[config.mk]
export PLATFORM = sky130hd
export DESIGN_NAME = dmem_arbiter
export DESIGN_NICKNAME = d
export VERILOG_FILES = /design/src/rtl/dmem_arb_pkg.sv /design/src/rtl/rr_pick.sv /design/src/rtl/dmem_arbiter.sv
export SDC_FILE = /design/constraint.sdc
export NUM_CORES = 1
export LEC_CHECK = 0
export CAP_MARGIN = 10
export CELL_PAD_IN_SITES_DETAIL_PLACEMENT = 0
export CELL_PAD_IN_SITES_GLOBAL_PLACEMENT = 1
export CORE_MARGIN = 5
export CORE_UTILIZATION = 15
export CTS_BUF_LIST = sky130_fd_sc_hd__clkbuf_8 sky130_fd_sc_hd__clkbuf_16
export DETAILED_ROUTE_END_ITERATION = 8
export PLACE_DENSITY = 0.75
export SKIP_CTS_REPAIR_TIMING = 1
export SYNTH_ARGS = -nofsm -noshare
export SYNTH_HDL_FRONTEND = slang
export SYNTH_SLANG_ARGS = --single-unit
[constraint.sdc]
create_clock -name clk -period 2.5 [get_ports clk]
set_input_delay 0.5 -clock clk [delete_from_list [all_inputs] [get_ports clk]]
set_output_delay 0.5 -clock clk [all_outputs]
set_load 0.02 [all_outputs]
[src/rtl/dmem_arb_pkg.sv]
// Shared types and helpers for the data-memory arbiter.
// Pure declarations; no logic, no latency, no backpressure.
package dmem_arb_pkg;

  typedef enum logic {
    ARB    = 1'b0,
    LOCKED = 1'b1
  } arb_state_t;

  localparam int DMEM_WORDS = 1024;

  typedef struct packed {
    logic        we;
    logic        lock;
    logic [31:0] addr;
    logic [31:0] wdata;
  } dmem_req_t;

  // Word-aligned and inside the memory depth.
  function automatic logic addr_legal(input logic [31:0] addr, input int words);
    return (addr[1:0] == 2'b00) && ({2'b00, addr[31:2]} < 32'(words));
  endfunction

endpackage

[src/rtl/rr_pick.sv]
// Rotate-priority picker: first valid at or above ptr, wrapping modulo NREQ.
// Combinational, 0 cycles; no backpressure (grant is one-hot or zero).
module rr_pick #(
  parameter int  NREQ = 2,
  localparam int IW   = (NREQ > 1) ? $clog2(NREQ) : 1
) (
  input  logic [NREQ-1:0] valid,
  input  logic [IW-1:0]   ptr,
  output logic [NREQ-1:0] grant,
  output logic [IW-1:0]   idx
);

  logic          found;
  int            j;
  logic [IW-1:0] jidx;

  always_comb begin
    grant = '0;
    idx   = '0;
    found = 1'b0;
    j     = 0;
    jidx  = '0;
    for (int k = 0; k < NREQ; k++) begin
      j = int'(ptr) + k;
      if (j >= NREQ) j = j - NREQ;
      jidx = IW'(j);
      if (!found && valid[jidx]) begin
        grant[jidx] = 1'b1;
        idx         = jidx;
        found       = 1'b1;
      end
    end
  end

endmodule

[src/rtl/dmem_arbiter.sv]
// Round-robin arbiter with lock in front of a single-port data memory.
// Grant 0 cycles, response 1 cycle later; losers see req_ready=0 and must hold.
module dmem_arbiter
  import dmem_arb_pkg::*;
#(
  parameter int NREQ      = 2,
  parameter int MEM_WORDS = DMEM_WORDS
) (
  input  logic                  clk,
  input  logic                  rst,
  input  logic [NREQ-1:0]       req_valid,
  input  logic [NREQ-1:0]       req_we,
  input  logic [NREQ-1:0]       req_lock,
  input  logic [NREQ-1:0][31:0] req_addr,
  input  logic [NREQ-1:0][31:0] req_wdata,
  output logic [NREQ-1:0]       req_ready,
  output logic [NREQ-1:0]       rsp_valid,
  output logic [31:0]           rsp_rdata,
  output logic                  rsp_err,
  output logic                  mem_we,
  output logic                  mem_re,
  output logic [31:0]           mem_addr,
  output logic [31:0]           mem_wdata,
  input  logic [31:0]           mem_rdata
);

  localparam int IW = (NREQ > 1) ? $clog2(NREQ) : 1;

  arb_state_t      state_q, state_d;
  logic [IW-1:0]   rr_ptr_q, rr_ptr_d;
  logic [IW-1:0]   owner_q, owner_d;
  logic [NREQ-1:0] rsp_valid_q, rsp_valid_d;
  logic [31:0]     rsp_rdata_q, rsp_rdata_d;
  logic            rsp_err_q, rsp_err_d;

  logic [NREQ-1:0] elig;
  logic [NREQ-1:0] grant;
  logic [IW-1:0]   gidx;
  dmem_req_t       sel;
  logic            xfer;
  logic            legal;

  // While locked only the owner may reach the picker.
  always_comb begin
    elig = req_valid;
    if (state_q == LOCKED) elig = req_valid & (NREQ'(1) << owner_q);
  end

  rr_pick #(.NREQ(NREQ)) u_pick (
    .valid (elig),
    .ptr   (rr_ptr_q),
    .grant (grant),
    .idx   (gidx)
  );

  always_comb begin
    req_ready   = rst ? '0 : grant;
    xfer        = |req_ready;
    sel         = {req_we[gidx], req_lock[gidx], req_addr[gidx], req_wdata[gidx]};
    legal       = addr_legal(sel.addr, MEM_WORDS);
    mem_we      = xfer & legal & sel.we;
    mem_re      = xfer & legal & ~sel.we;
    mem_addr    = (xfer && legal) ? sel.addr : '0;
    mem_wdata   = mem_we ? sel.wdata : '0;
    rsp_valid_d = req_ready;
    rsp_rdata_d = mem_re ? mem_rdata : '0;
    rsp_err_d   = xfer & ~legal;
  end

  always_comb begin
    state_d  = state_q;
    rr_ptr_d = rr_ptr_q;
    owner_d  = owner_q;
    case (state_q)
      ARB: begin
        if (xfer) begin
          rr_ptr_d = (gidx == IW'(NREQ - 1)) ? '0 : gidx + IW'(1);
          if (sel.lock) begin
            state_d = LOCKED;
            owner_d = gidx;
          end
        end
      end
      LOCKED: begin
        if (!req_lock[owner_q]) state_d = ARB;
      end
      default: state_d = ARB;
    endcase
  end

  always_ff @(posedge clk) begin
    if (rst) begin
      state_q     <= ARB;
      rr_ptr_q    <= '0;
      owner_q     <= '0;
      rsp_valid_q <= '0;
      rsp_rdata_q <= '0;
      rsp_err_q   <= 1'b0;
    end else begin
      state_q     <= state_d;
      rr_ptr_q    <= rr_ptr_d;
      owner_q     <= owner_d;
      rsp_valid_q <= rsp_valid_d;
      rsp_rdata_q <= rsp_rdata_d;
      rsp_err_q   <= rsp_err_d;
    end
  end

  assign rsp_valid = rsp_valid_q;
  assign rsp_rdata = rsp_rdata_q;
  assign rsp_err   = rsp_err_q;

endmodule

==> run metrics, run 1 <==
Post-synth EDFFs 0; Final Net Count 780; Final HPWL DP 10.57 mm; count leader, synth nand2_1; Initial Util 15.36%; Antenna Nets Post-Route 0; Vias per Instance 4.160; setup slack after layout -0.6158 ns; f_max 320.9 MHz; pwr/cell area 334.1 nW/um^2; distinct cell type count after synthesis 32; num rows 45; Tot GR Track Use 13.03%; max incr delay on CP 0.41 ns; CTS buffer count 5; post-synth top area share 32.34%; area of the core 15310 um^2; final period utilization 124.6%; CTS tree built; sequential area share after synthesis 32.34%; # DRC 0; Top FF cell, synth dfxtp_1; drt initial violations 85; final setup TNS -18.77 ns; Mapped Cells 329; cell area after synthesis 2352 um^2; Avg Inst Size Synth 7.150 um^2; global-route wire length before repair 19.35 mm; share of cells above drive strength 1 30.34%; skew final 0.005043 ns; post-layout minimum cycle time 3.116 ns; dominant cell type by area after synthesis dfxtp_1; IO Count 271; routed len/inst 16.90 um; Die Area 18290 um^2; drt pass-1 iters 4; flops & latches, synth 38; Post-synth top cells nand2_1, dfxtp_1, nor2_1; synthesis-to-finish area growth 181.0%; FFs w/ async S/R, synth 0%; H-tree Lvls 2; vias in the first global route 3531; slowest CP cell clkdlybuf4s50_1; failing checks negative setup slack; Root Buffer clkbuf_16; Final Max Tran Viols 0; GRT Residual Overflow 0; Leakage Power 2.550 nW; Clock Latency Late Sink 0.28 ns; min-delay worst type reg2reg; top cells by area, synth dfxtp_1, nand2_1, a2111oi_0, buf_4, nand3_1; worst-case reg-to-reg path depth 10; CP required 2.00 ns; Yosys warning total 0; IO Port Bufs 248; Die W 135.2 um; final WL 13.96 mm; Max-cap violations 0; CP Max Fanout 6; initial antenna violation count 2; gpl congestion 0.7843; Setup crit end kind output port; utilization after layout 43.15%; hold path depth 2; Startpoint Class input pin; Total Power 2.208 mW; total clock sinks 38; largest net degree at the start of global routing 33; status finished with violations; crit path cell chain clkdlybuf4s50_1, nor4_2, nand2_2, mux2i_2, buf_4, nand3_4, buf_6, clkbuf_16, buf_6, a2111oi_4, buf_4; Setup-failing EPs final 44; DR vias 3436; peak supply drop 0.0002672 V; Final Hold Viols 0; CTS clk-pin slew, worst paths 0.06 ns; unrepaired setup endpoints after global routing true; die height 135.2 um; pre-CTS setup slack -1.281 ns; Setup Crit Path Kind in2out; crit path DAT 2.62 ns; Clock Path Buffers 2
[registers in the layout, summed over array words and instances, names as in the netlist]
signal / flops
state_q: 1
rsp_rdata: 32
rr_ptr_q: 1
owner_q: 1
rsp_err: 1
rsp_valid: 2
[cell families (layout without fill, tap and decap cells)]
group	Yosys count	in the layout	share of synthesized area (%)
flops	38	38	32.34
buf+inv	55	318	14.36
other cells	1	24	0.1594
compound gates	52	52	18.19
mux	5	5	2.287
simple gates	178	178	32.66
[worst max-delay path, delay by kind of cell]
| family | cells | cell delay, ns |
|---|---|---|
| buffers and inverters | 6 | 1.18 |
| and+or+nand+nor | 3 | 0.48 |
| AOI/OAI and AO/OA | 1 | 0.30 |
| muxes | 1 | 0.15 |
[cell usage in the layout, fill, tap and decap left out, drive strengths merged, types with 2 or more instances in the layout]
master and count:
bufinv 2, clkdlybuf4s50 173, mux2 3, a21oi 11, nand2 88, buf 101
conb 22, dlymetal6s2s 28, dfxtp 38, or4 4, a311oi 2, clkbuf 11
diode 2, mux2i 2, nor2 37, nand4 2, nor4 8, a31oi 2
nand3 35, inv 2, a2111oi 32
[where the power goes]
part / switching [mW] / leakage, nW / internal (mW) / total [mW]
sequential: 0.00265 / 0.308 / 0.613 / 0.615
combinational: 0.375 / 2.15 / 0.384 / 0.759
clock: 0.260 / 0.0940 / 0.574 / 0.834
total: 0.638 / 2.55 / 1.57 / 2.21
[through the flow]
step / hold slack, ns / cells / area [um^2]
6_report: 0.5612 / 826 / 6609
5_1_grt: 0.5955 / 826 / 6609
4_1_cts: 0.5648 / 804 / 6095
3_5_place_dp: 0.5555 / 796 / 5901
3_3_place_gp: 0.5454 / 796 / 5901
2_1_floorplan: 0.4660 / 350 / 3126
[path summary, 6_finish.rpt]
| check | slack, ns | to | from |
|---|---|---|---|
| setup / recovery | -0.62 | mem_wdata[22] | req_addr[55] |
| setup reg to reg | 0.25 | rsp_rdata[16] | state_q |
| hold reg to reg | 0.56 | rsp_valid[0] | rr_ptr_q |
| hold / removal | 0.56 | rsp_valid[0] | rr_ptr_q |
[final cells by class]
cell class,count,area (um^2)
Clock buffer,5,125.1
Timing Repair Buffer,308,3167
Multi-Input combinational cell,257,2210
Fill cell,1490,8706
Sequential cell,38,762.0
Antenna cell,2,5.005
Tap cell,211,264.0
Clock inverter,3,68.82
Inverter,2,7.507
[metal layers]
| metal | vias to the layer above | part of all wire, % | track usage, % |
|---|---|---|---|
| li1 | 1682 | - | - |
| met1 | 1593 | 39 | 15.06 |
| met2 | 153 | 52 | 23.45 |
| met3 | 8 | 8.2 | 3.826 |
| met4 | 0 | 1.1 | 3.359 |
| met5 | - | 0 | 0 |
Note: power is estimated with default switching activity, not from simulation.
==> inputs of run 2 (changes only) <==
--- a/config.mk
+++ b/config.mk
@@ -5,12 +5,12 @@
 export SDC_FILE = /design/constraint.sdc
 export NUM_CORES = 1
 export LEC_CHECK = 0
-export CAP_MARGIN = 10
 export CELL_PAD_IN_SITES_DETAIL_PLACEMENT = 0
 export CELL_PAD_IN_SITES_GLOBAL_PLACEMENT = 1
 export CORE_MARGIN = 5
 export CORE_UTILIZATION = 15
 export CTS_BUF_LIST = sky130_fd_sc_hd__clkbuf_8 sky130_fd_sc_hd__clkbuf_16
+export CTS_CLUSTER_SIZE = 14
 export DETAILED_ROUTE_END_ITERATION = 8
 export PLACE_DENSITY = 0.75
 export SKIP_CTS_REPAIR_TIMING = 1
==> constraint.sdc (replaced) <==
create_clock -name clk -period 2.7 [get_ports clk]
set_input_delay 0.54 -clock clk [delete_from_list [all_inputs] [get_ports clk]]
set_output_delay 0.54 -clock clk [all_outputs]
set_load 0.02 [all_outputs]
==> run 2 against run 1 <==
The run still ends with negative setup slack left; core utilization decreased by 1.5 points; critical path depth decreased by 3; cell count decreased by 1.5%; routed wire length decreased by 4.8%; global-route usage decreased by 0.18 points; non-clock buffer count decreased by 10; count of clock-buffer cells in the layout unchanged; die area unchanged; sequential power decreased by 7.3%; hold slack improved by 0.0074 ns; via count decreased by 0.52%; register-to-register slack improved by 0.18 ns; largest power group is now combinational logic.
==> run metrics, run 2 (same netlist as run 1, synthesis figures left out) <==
peak supply drop 0.0003126 V (+17%); CP required 2.16 ns (+0.16 ns); CTS clk-pin slew, worst paths 0.06 ns (about the same); Vias per Instance 4.199 (+0.94%); Root Buffer clkbuf_16; Setup-failing EPs final 44 (unchanged); Max-cap violations 0 (unchanged); switching share of power 29.48% (+0.58 points); final WL 13.29 mm (-4.8%); max incr delay on CP 0.53 ns (+0.12 ns); Clock Latency Late Sink 0.28 ns (about the same); failing checks negative setup slack; Antenna Nets Post-Route 0 (unchanged); Final HPWL DP 10.48 mm (-0.79%); most frequent cells in the layout clkdlybuf4s50_1, nand2_1, buf_4; delay-heaviest family, CP simple AND/OR/NAND/NOR gates; Initial Util 15.36% (unchanged); drt initial violations 108 (+27%); CTS buffer count 5 (unchanged); global-route wire length before repair 18.98 mm (-2.0%); crit path cell chain dlymetal6s2s_1, or4_4, nor4_4, mux2_4, nand3_4, clkbuf_16, a2111oi_4, buf_4; num rows 45 (unchanged); f_max 339.0 MHz; IO Count 271 (unchanged); Placed Instances 794 (-0.25%); antenna cells 0 (-2); slowest CP cell or4_4; most common cell after layout, fill and taps aside clkdlybuf4s50_1; initial antenna violation count 0 (-2); Post-DP Area 5862 um^2 (-0.66%); total clock sinks 38 (unchanged); setup slack after layout -0.2500 ns (+0.3658 ns); crit path DAT 2.41 ns (-0.21 ns); min-delay worst type reg2reg; Final Net Count 770 (-1.3%); Die Area 18290 um^2 (unchanged); unrepaired setup endpoints after global routing true; share of cells above drive strength 1 29.35% (-0.99 points); gpl congestion 0.8354 (+6.5%); final instance area 6375 um^2 (-3.5%); utilization after layout 41.63% (-1.5 points); count of non-filler cells in the finished layout 814 (-1.5%); Setup Crit Path Kind in2out; final setup TNS -7.211 ns (+11.56 ns); Combinational Power Share 35.8% (+1.4 points); Total Power 1.893 mW (-14%); NetSw 0.5581 mW (-13%); routed len/inst 16.33 um (-3.4%); # DRC 0 (unchanged); Clock Path Buffers 2 (unchanged); WHS 0.5686 ns (+0.007428 ns); Buf/Inv on CP 3 (-3); internal power 1.335 mW (-15%); CP Max Fanout 6 (unchanged); status finished with violations; max reg flops 32 (unchanged); Leakage Power 2.448 nW (-4.0%); fillcell total 1526 (+2.4%); IO Port Bufs 248 (unchanged); Clk network pwr share 34.1% (-3.7 points); pwr/cell area 297.0 nW/um^2 (-11%); final period utilization 109.3%; vias in the first global route 3619 (+2.5%); GRT Residual Overflow 0 (unchanged); DR vias 3418 (-0.52%); Seq pwr share 30.1% (+2.2 points); drt pass-1 iters 4 (unchanged); Die W 135.2 um (unchanged); CTS tree built; Final Max Tran Viols 0 (unchanged); H-tree Lvls 2 (unchanged); skew final 0.004913 ns (-0.0001306 ns); synthesis-to-finish area growth 171.0%; area of the core 15310 um^2 (unchanged); Final Hold Viols 0 (unchanged); register area 760.7 um^2 (-0.16%); largest net degree at the start of global routing 46 (+39%); pre-CTS setup slack -1.204 ns (+0.07699 ns); Tot GR Track Use 12.85% (-0.18 points); die height 135.2 um (unchanged); Startpoint Class input pin; multi-input logic area 2203 um^2 (-0.28%); post-layout minimum cycle time 2.950 ns; Setup crit end kind output port
-- run 2: worst paths after layout --
path / depth (start not counted) / startpoint / slack [ns] / end
hold / removal: 2 / rr_ptr_q / 0.57 / rsp_valid[0]
hold reg to reg: 2 / rr_ptr_q / 0.57 / rsp_valid[0]
setup reg to reg: 7 / rr_ptr_q / 0.43 / rsp_rdata[18]
setup / recovery: 8 / req_addr[48] / -0.25 / mem_wdata[1]
-- run 2: final cells by class --
cell class                 count  share of cell area, %
multi-input combinational    257                  34.56
tap                          211                  4.141
clock inverter                 3                 0.5888
timing repair buffer         298                  46.69
sequential                    38                  11.93
inverter                       2                 0.1178
clock buffer                   5                  1.963
-- run 2: worst reg2reg max path, stage by stage, from the launching register on --
cell	delay [ns]
dfxtp_1	0.31
or3b_4	0.42
and3_4	0.21
mux2_4	0.32
nand3_4	0.16
buf_4	0.26
buf_4	0.35
nor2_1	0.11
-- run 2: per-layer routing --
metal / GRT usage (%) / vias to the layer above / part of all wire [%]
met4: 2.968 / 0 / 1.8
met2: 24.00 / 166 / 52
met1: 14.89 / 1577 / 40
li1: - / 1655 / -
met5: 0 / - / 0
met3: 2.749 / 20 / 6.7
-- run 2: power groups by stage --
stage | combinational, mW | clock, mW | sequential, mW
floorplan | 0.307 | 0 | 0.587
global placement | 0.635 | 0 | 0.582
detailed placement | 0.644 | 0 | 0.582
CTS | 0.647 | 0.660 | 0.570
global route | 0.726 | 0.693 | 0.570
finish | 0.678 | 0.645 | 0.570
==> inputs of run 3 (changes only) <==
--- a/config.mk
+++ b/config.mk
@@ -13,6 +13,7 @@
 export CTS_CLUSTER_SIZE = 14
 export DETAILED_ROUTE_END_ITERATION = 8
 export PLACE_DENSITY = 0.75
+export SETUP_SLACK_MARGIN = 0.15
 export SKIP_CTS_REPAIR_TIMING = 1
 export SYNTH_ARGS = -nofsm -noshare
 export SYNTH_HDL_FRONTEND = slang
==> run 3 against run 2 <==
Cell count is 0.12% lower; setup slack got worse by 0.21 ns; critical endpoint is now mem_wdata[2]; combinational power hardly changed; flip-flop and latch count is the same; the run still ends with negative setup slack left.
==> run metrics, run 3 (same netlist as run 1, synthesis figures left out) <==
NetSw 0.5796 mW (+3.8%); area of the core 15310 um^2 (unchanged); failing checks negative setup slack; IO Port Bufs 248 (unchanged); DR vias 3396 (-0.64%); GRT Residual Overflow 0 (unchanged); switching share of power 28.78% (-0.70 points); antenna cells 0 (unchanged); Setup-failing EPs final 44 (unchanged); internal power 1.434 mW (+7.4%); initial antenna violation count 0 (unchanged); global-route wire length before repair 18.98 mm (unchanged); status finished with violations; most frequent cells in the layout clkdlybuf4s50_1, nand2_1, buf_4; final instance area 6440 um^2 (+1.0%); Setup Crit Path Kind in2out; Final HPWL DP 10.64 mm (+1.5%); final WL 13.67 mm (+2.8%); pwr/cell area 312.7 nW/um^2 (+5.3%); Final Max Tran Viols 0 (unchanged); peak supply drop 0.0003209 V (+2.6%); final setup TNS -16.08 ns (-8.865 ns); drt pass-1 iters 4 (unchanged); routed len/inst 16.82 um (+3.0%); num rows 45 (unchanged); Vias per Instance 4.177 (-0.52%); Root Buffer clkbuf_16; share of cells above drive strength 1 28.07% (-1.3 points); setup slack after layout -0.4575 ns (-0.2076 ns); Clk network pwr share 38.1% (+4.0 points); r2r endpoint rsp_rdata[11]; drt initial violations 53 (-51%); min-delay worst type reg2reg; Die Area 18290 um^2 (unchanged); post-layout minimum cycle time 3.158 ns (+0.2076 ns); # DRC 0 (unchanged); die height 135.2 um (unchanged); CP required 2.16 ns (about the same); Seq pwr share 28.3% (-1.8 points); CTS clk-pin slew, worst paths 0.06 ns (about the same); Hold Path End rsp_valid[0]; H-tree Lvls 2 (unchanged); CTS buffer count 5 (unchanged); skew final 0.006347 ns (+0.001434 ns); pre-CTS setup slack -1.071 ns (+0.1327 ns); Leakage Power 2.509 nW (+2.5%); final period utilization 116.9% (+7.7 points); crit path DAT 2.62 ns (+0.21 ns); vias in the first global route 3473 (-4.0%); register area 760.7 um^2 (unchanged); Initial Util 15.36% (unchanged); Combinational Power Share 33.6% (-2.2 points); CTS tree built; fillcell total 1507 (-1.2%); IO Count 271 (unchanged); total clock sinks 38 (unchanged); reg2reg start rr_ptr_q; Post-DP Area 5878 um^2 (+0.28%); Setup crit end kind output port; CP Max Fanout 10 (+4); Antenna Nets Post-Route 0 (unchanged); Final Net Count 769 (-0.13%); HP Start rr_ptr_q; Clock Latency Late Sink 0.28 ns (about the same); WHS 0.5716 ns (+0.002956 ns); Startpoint Class input pin; largest net degree at the start of global routing 35 (-24%); Final Hold Viols 0 (unchanged); max reg flops 32 (unchanged); Die W 135.2 um (unchanged); internal reg-to-reg setup slack 0.53 ns (+0.10 ns); synthesis-to-finish area growth 173.8%; f_max 316.7 MHz (-6.6%); Tot GR Track Use 12.95% (+0.10 points); worst-case reg-to-reg path depth 9 (+2); Total Power 2.014 mW (+6.4%); most common cell after layout, fill and taps aside clkdlybuf4s50_1; unrepaired setup endpoints after global routing true; Max-cap violations 0 (unchanged); hold path depth 2 (unchanged); Clock Path Buffers 2 (unchanged); Placed Instances 793 (-0.13%); count of non-filler cells in the finished layout 813 (-0.12%); gpl congestion 0.8053 (-3.6%); multi-input logic area 2171 um^2 (-1.5%); utilization after layout 42.05% (+0.42 points)
[run 3: cell types whose count changed in the layout (fill, tap and decap cells not counted), sizes merged]
cell / delta
buf: +2
bufinv: +1
clkbuf: -10
clkdlybuf4s50: +2
clkinv: +1
dlymetal6s2s: +5
inv: -2
[run 3: per-layer routing]
metal	share of wire (%)	track usage, %
met5	0	0
met4	0.78	1.904
met3	9.6	4.495
met2	53	24.92
met1	37	13.82
[run 3: cell type report]
class	instances	area share (%)
Clock inverter	3	1.069
Multi-Input combinational cell	257	33.71
Sequential cell	38	11.81
Inverter	2	0.1166
Tap cell	211	4.099
Clock buffer	5	1.943
Timing Repair Buffer	297	47.25
[run 3: worst max path at each step]
stage	start	endpoint	slack [ns]	cells after the start
after CTS	req_valid[0]	mem_wdata[25]	-1.08	9
after floorplan	req_addr[28]	mem_wdata[28]	0.02	7
after global routing	req_addr[16]	mem_wdata[2]	-0.52	9
after global placement	req_valid[0]	mem_wdata[25]	-1.06	9
after detailed placement	req_valid[0]	mem_wdata[25]	-1.07	9
final	req_addr[16]	mem_wdata[2]	-0.46	9
[run 3: power groups by stage]
stage / registers [mW] / clock network [mW] / logic, mW
after floorplan: 0.587 / 0 / 0.320
after global placement: 0.582 / 0 / 0.646
after detailed placement: 0.582 / 0 / 0.655
after CTS: 0.569 / 0.790 / 0.659
final: 0.569 / 0.767 / 0.677
after global routing: 0.570 / 0.817 / 0.723
[run 3: worst max-delay path: stages]
cell	delay [ns]
dlymetal6s2s_1	0.11
or4_1	0.51
nor4_1	0.32
mux2_4	0.24
nand3_4	0.12
buf_12	0.16
buf_12	0.15
a2111oi_4	0.27
buf_4	0.19
